==> src/rtl/spike_rate_encoder.sv <==
// Rate encoder: latches a spike count at each window start and spreads exactly
// that many single-cycle spikes evenly across a fixed window of clock cycles.
module spike_rate_encoder #(
    parameter int unsigned CNT_W      = 10,
    parameter int unsigned WIN_CYCLES = 2500,
    parameter int unsigned ACC_W      = 12
) (
    input  logic             clk,
    input  logic             reset,
    input  logic             en,
    input  logic [CNT_W-1:0] rate,
    output logic             spike,
    output logic             active,
    output logic [CNT_W-1:0] emitted,
    output logic             window_done
);

    localparam int unsigned STEP_W = $clog2(WIN_CYCLES + 1);
    localparam logic [ACC_W-1:0]  WIN_A     = ACC_W'(WIN_CYCLES);
    localparam logic [ACC_W-1:0]  HALF_A    = ACC_W'(WIN_CYCLES / 2);
    localparam logic [STEP_W-1:0] LAST_STEP = STEP_W'(WIN_CYCLES - 1);

    typedef enum logic {IDLE, RUN} state_t;

    state_t             state, state_nx;
    logic               en_d;
    logic [ACC_W-1:0]   acc, acc_nx;
    logic [ACC_W-1:0]   rate_q, rate_q_nx;
    logic [STEP_W-1:0]  step, step_nx;
    logic               emit_clr, emit_clr_nx;
    logic               spike_nx;
    logic [CNT_W-1:0]   emitted_nx, emit_base;
    logic               done_nx;
    logic               start;
    logic [ACC_W-1:0]   sum;
    logic [ACC_W-1:0]   rate_sat;

    assign start  = en & ~en_d;
    assign active = (state == RUN);
    assign sum    = acc + rate_q;

    always_comb begin
        if (32'(rate) > WIN_CYCLES) rate_sat = WIN_A;
        else                        rate_sat = ACC_W'(rate);
    end

    // An aborted window keeps its count visible for the window_done cycle;
    // emit_clr makes the first step of the new window count up from zero.
    always_comb begin
        state_nx    = state;
        acc_nx      = acc;
        rate_q_nx   = rate_q;
        step_nx     = step;
        emit_clr_nx = emit_clr;
        spike_nx    = 1'b0;
        emitted_nx  = emitted;
        done_nx     = 1'b0;
        emit_base   = emit_clr ? '0 : emitted;
        if (start) begin
            state_nx  = RUN;
            rate_q_nx = rate_sat;
            acc_nx    = HALF_A;
            step_nx   = '0;
            if (state == RUN) begin
                done_nx     = 1'b1;
                emit_clr_nx = 1'b1;
            end else begin
                emitted_nx  = '0;
                emit_clr_nx = 1'b0;
            end
        end else if (state == RUN) begin
            emit_clr_nx = 1'b0;
            if (sum >= WIN_A) begin
                acc_nx     = sum - WIN_A;
                spike_nx   = 1'b1;
                emitted_nx = emit_base + CNT_W'(1);
            end else begin
                acc_nx     = sum;
                emitted_nx = emit_base;
            end
            step_nx = step + STEP_W'(1);
            if (step == LAST_STEP) begin
                state_nx = IDLE;
                done_nx  = 1'b1;
            end
        end
    end

    always_ff @(posedge clk or negedge reset) begin
        if (!reset) begin
            state       <= IDLE;
            en_d        <= 1'b1;
            acc         <= '0;
            rate_q      <= '0;
            step        <= '0;
            emit_clr    <= 1'b0;
            spike       <= 1'b0;
            emitted     <= '0;
            window_done <= 1'b0;
        end else begin
            state       <= state_nx;
            en_d        <= en;
            acc         <= acc_nx;
            rate_q      <= rate_q_nx;
            step        <= step_nx;
            emit_clr    <= emit_clr_nx;
            spike       <= spike_nx;
            emitted     <= emitted_nx;
            window_done <= done_nx;
        end
    end

endmodule

==> config.mk <==
export PLATFORM = sky130hd
export DESIGN_NAME = spike_rate_encoder
export DESIGN_NICKNAME = d
export VERILOG_FILES = /design/src/rtl/spike_rate_encoder.sv
export SDC_FILE = /design/constraint.sdc
export NUM_CORES = 1
export LEC_CHECK = 0
export ABC_AREA = 0
export CORE_ASPECT_RATIO = 2
export CORE_MARGIN = 2
export CORE_UTILIZATION = 45
export DETAILED_ROUTE_END_ITERATION = 12
export PLACE_DENSITY_LB_ADDON = 0.3
export SYNTH_ARGS = -nofsm -noshare
export SYNTH_HDL_FRONTEND = slang
export SYNTH_SLANG_ARGS = --single-unit
==> constraint.sdc <==
create_clock -name clk -period 8.3 [get_ports clk]
set_clock_uncertainty 0.05 [all_clocks]
set_input_delay 1.66 -clock clk [delete_from_list [all_inputs] [get_ports clk]]
set_output_delay 1.66 -clock clk [all_outputs]
set_load 0.005 [all_outputs]
Yosys cells after proc, flatten, opt, wreduce, memory -nomap -nowiden

Cells that the tools add are included.

Bits in registers: 49
Input port bits: 13
Output and inout port bits: 13
Word-level logic and storage cells: 42

Add/sub/neg operators: 4
$lt $le $gt $ge: 1
Equal/unequal tests: 2
Muxes and demuxes: 22
Bitwise logic cells: 2
Reductions and logical operators: 2

Operators by type and width:

| operator                 | number |
|---|---|
| $mux W12                 | 5 |
| $mux W10                 | 5 |
| $add A12 B1 Y12 const B  | 1 |
| $add A12 B10 Y12         | 1 |
| $eq A12 B12 Y1 const B   | 1 |
| $ge A12 B12 Y1 const B   | 1 |
| $mux W1                  | 12 |
| $sub A12 B12 Y12 const B | 1 |
| $add A10 B1 Y10 const B  | 1 |
| $ne A2 B2 Y1 const B     | 1 |
| $reduce_and A2 Y1        | 1 |
| $reduce_bool A2 Y1       | 1 |
| $and A1 B1 Y1            | 1 |
| $not A1 Y1               | 1 |

Logic depth before layout (Yosys ltp)

Depth after elaboration: 5
Gate-level depth with buffers: 14
Depth with buffers taken out: 12

Worst setup path after synthesis

No wires, ideal clock.

Path kind: input port to flip-flop
From: input en
To: register step[2]
Library setup time: 0.121 ns
Arrival: 3.367 ns
Data required time: 8.129 ns
Slack: 4.762 ns
Stages on the path: 8
Path buffers: 4
Path through: nand2b_1 clkbuf_1 buf_1 ha_1 clkbuf_1 nor2_1 clkbuf_1 a22o_1

Longest elaborated chain between the ends: 2
Elaborated cells on any way between the ends: 3
Classes of those cells: mux: 1; bitwise: 1; reduce/logical: 1

RTL lines:

| what                                                  | line | source |
|---|---|---|
| from (decl)                                           | 10   | `input logic en,` |
| $and A1 B1 Y1 *                                       | 38   | `assign start = en & ~en_d;` |
| $mux W12 / $reduce_bool A2 Y1 (equally long branches) | n/a  |  |
| to (signal assigned)                                  | 105  | `step <= step_nx;` |
| to (decl)                                             | 29   | `logic [STEP_W-1:0] step, step_nx;` |

Mark *: on every way between the ends. The rest lies on a longest branch, timed or not.
A chain may end at the register's enable or synchronous reset.

Worst setup path in the final report

From: input en
To: register acc[4]

Longest elaborated chain between the ends: 2
Elaborated cells on any way between the ends: 3
Classes of those cells: mux: 1; bitwise: 1; reduce/logical: 1

RTL lines:

| what                                                  | line | source |
|---|---|---|
| $and A1 B1 Y1 *                                       | 38   |  |
| $mux W12 / $reduce_bool A2 Y1 (equally long branches) | n/a  |  |
| to (signal assigned)                                  | 103  | `acc <= acc_nx;` |
| to (decl)                                             | 27   | `logic [ACC_W-1:0] acc, acc_nx;` |

Marked as above.

==> results.md <==
- Drc violations: 0
- WP data required: 8400 ps
- Most frequent cells in the layout: nand2_1 (60), dfrtp_1 (48), clkdlybuf4s50_1 (24)
- Non-filler instance count after layout: 462
- Commonest non-fill, non-tap cell in the layout: nand2_1
- Critical Path Start Type: input pin
- Slew at the pin closest to its max-slew limit: 1100 ps
- Synth Register Bits: 49
- Post-cts sizing count: 0
- Pre-antenna DRT Iters: 5
- Post-CTS Setup Inserts: 0
- Design area: 3630 um^2
- Fin crit share: 54.9%
- Cell accounting for the most synthesized area: dfrtp_1
- Mux cell area share after synthesis: 0.356%
- CTS Buf Count: 5
- First-pass GRT wire length: 12.6 mm
- Maximum vdd drop: 0.000355 V
- Max Cap Viol: 0
- CTS tree: built
- RSZ-0062 raised after global routing: no
- CP cell instances: clkdlybuf4s50_1 > nand2b_1 > ha_1 > clkinv_1 > nand2_1 > nor3_1 > a21oi_1 > o311ai_1
- First-iteration detailed-routing DRC count: 106
- Total track usage: 20.7%
- Die Height: 122 um
- Synth Area in Simple Gates: 24.4%
- Hold Fails Final Rpt: 0
- Clock Path Buffers: 2
- Post-Syn Nets: 382
- Gate power share: 53.8%
- Cells taking the most area after synthesis: dfrtp_1 (38%), nand2_1 (7.1%), ha_1 (6.3%), o21ai_0 (3.3%), xnor2_1 (2.8%)
- Setup violations, final: 0
- Wire length per cell: 16.5 um
- Max-Slew Margin vs Limit: 26.2%
- Leakage: 1.56 nW
- Inserted Diodes: 0
- Die Span X: 63.2 um
- Hold Crit Class: reg -> reg
- Crit path max-delay family: simple AND/OR/NAND/NOR gates
- CTS Sinks: 49
- Critical path's largest stage delay: 790 ps
- GPL Wtd Cong: 0.844
- Worst-path fanout max: 22
- Final TNS setup: 0 ps
- Syn Area/Cell: 8.98 um^2
- Syn Inst Count: 352
- Area Growth Syn to Fin: 14.8%
- Dpl cells: 454
- Starting Density: 45.9%
- Post-synth EDFFs: 0
- Sw Ratio: 43.5%
- Hold Buf Count CTS: 0
- DP Area: 3460 um^2
- Floorplan core area: 6890 um^2
- Adder-cell area share of the yosys netlist: 6.97%
- PortBufs: 25
- Setup CP Type: in -> reg
- CP max stage cell: ha_1
- Status: completed
- Initial antenna violation count: 0
- Via Count: 2742
- I/O pin count: 26
- Largest family of logic cells by synthesized area: simple AND/OR/NAND/NOR gates
- Root Buffer: clkbuf_16
- Post-DRT Antenna Nets: 0
- Post-synthesis compound-gate area fraction: 21.1%
- Clock share of power: 19.0%
- Die Footprint: 7750 um^2
- Total congestion overflow: 0
- Post-Route WL: 7.62 mm
- Worst-path clk slew: 70 ps
- Internal power: 0.697 mW
- Switching pwr: 0.537 mW
- Yosys cell types: 69
- Fin. max-slew vios: 0
- Asr flop ratio synth: 100%
- Clock latency on the worst-skew pair: 290 ps
- Clock H-tree levels: 2
- Hold Slack: 437 ps
- Vias in the first global route: 2637
- Synth Flop Type: dfrtp_1
- Sequential element share of the synthesized area: 38.9%
- Critical Path Sink Type: flop
- Largest net degree at the start of global routing: 50
- Synth top area share: 38.0%
- Overall Power: 1.23 mW
- Row cnt: 43
- DP HPWL: 5.56 mm
- Max frequency: 0.219 GHz
- Post-synthesis xor/xnor area fraction: 4.40%
- Share of cells above drive strength 1: 7.26%
- CP Buf/Inv Count: 2
- Post-DR vias/cell: 5.94
- Synthesis warning total: 0
- Sequential power share: 27.1%
- Final min period: 4560 ps
- Syn Std Cell Area: 3160 um^2
- Pwr Density: 340 nW/um^2
- Crit path DAT: 4660 ps
- Nets: 401
==> metal layers <==
metal	vias up	part of all wire (%)	wire length, um	GRT usage (%)
met4	0	5.6	430	14.5
li1	1317	-	-	-
met3	27	3.2	244	3.30
met5	-	0	0	0
met1	1337	39	2970	22.5
met2	61	52	3980	36.2
==> power groups by stage <==
stage                     Sequential [mW]  Clock, mW  Combinational [mW]
after floorplan                     0.318          0               0.537
after global placement              0.337          0               0.650
after detailed placement            0.337          0               0.656
after CTS                           0.333      0.240               0.661
after global routing                0.339      0.250               0.730
final                               0.335      0.235               0.664
==> stage by stage <==
stage          utilization, %  setup slack [ps]
6_report                 52.7              3740
2_1_floorplan               -              4760
4_1_cts                  52.7              3770
5_1_grt                  52.7              3500
3_5_place_dp             50.2              3460
3_3_place_gp             50.2              3610
==> worst register-to-register path, delay by kind of cell (launching register included) <==
kind	cells	cell delay, ps
flops	1	380
buf+inv	1	80
fa+ha+maj	2	660
compound gates	4	1520
simple gates	3	990
xor+xnor	1	300
==> cell families after synthesis <==
logic type,Yosys count
mux,1
flops,49
fa+ha+maj,17
simple gates,153
compound gates,88
xor+xnor,15
buf+inv,29
==> Yosys cell counts (all sizes together), types with 2 or more instances <==
cell type and count:
nand2b 5, nand3b 3, a31oi 5, a2111oi 2, nor2b 6, a21boi 3, o21ai 23, ha 16
nand4 5, or3 5, nor2 17, nand2 60, nor3b 2, nor3 9, nor4 7, nand3 17
a22o 2, or4 3, o22ai 2, a21oi 12, o211ai 5, o311ai 4, clkbuf 9, a21o 4
inv 14, and3 7, a2bb2oi 2, xnor2 11, a211oi 5, buf 5, dfrtp 48, o31ai 4
xor2 4, o211a 3, o21a 2, and2 3
==> final timing paths <==
check / slack [ps] / cells past startpoint / startpoint / endpoint
hold reg to reg: 440 / 2 / rate_q[8] / rate_q[8]
setup reg to reg: 4200 / 11 / rate_q[0] / acc[5]
hold / removal: 440 / 2 / rate_q[8] / rate_q[8]
setup / recovery: 3740 / 8 / en / acc[4]
max in group asynchronous: 6340 / 2 / reset / emitted[0]
min in group asynchronous: 1400 / 2 / reset / rate_q[8]
==> sequential cells by signal (all words and copies together), names as in the netlist, 10 cells and up <==
signal	cells
acc	12
emitted	10
rate_q	10
step	12
==> area by class of cell <==
type / count / area [um^2]
clock inverter: 2 / 38.8
fill: 699 / 3260
clock buffer: 6 / 129
multi-input combinational: 274 / 1810
timing repair buffer: 26 / 253
inverter: 15 / 56.3
sequential: 49 / 1230
tap: 90 / 113
Note: power is estimated with default switching activity, not from simulation.
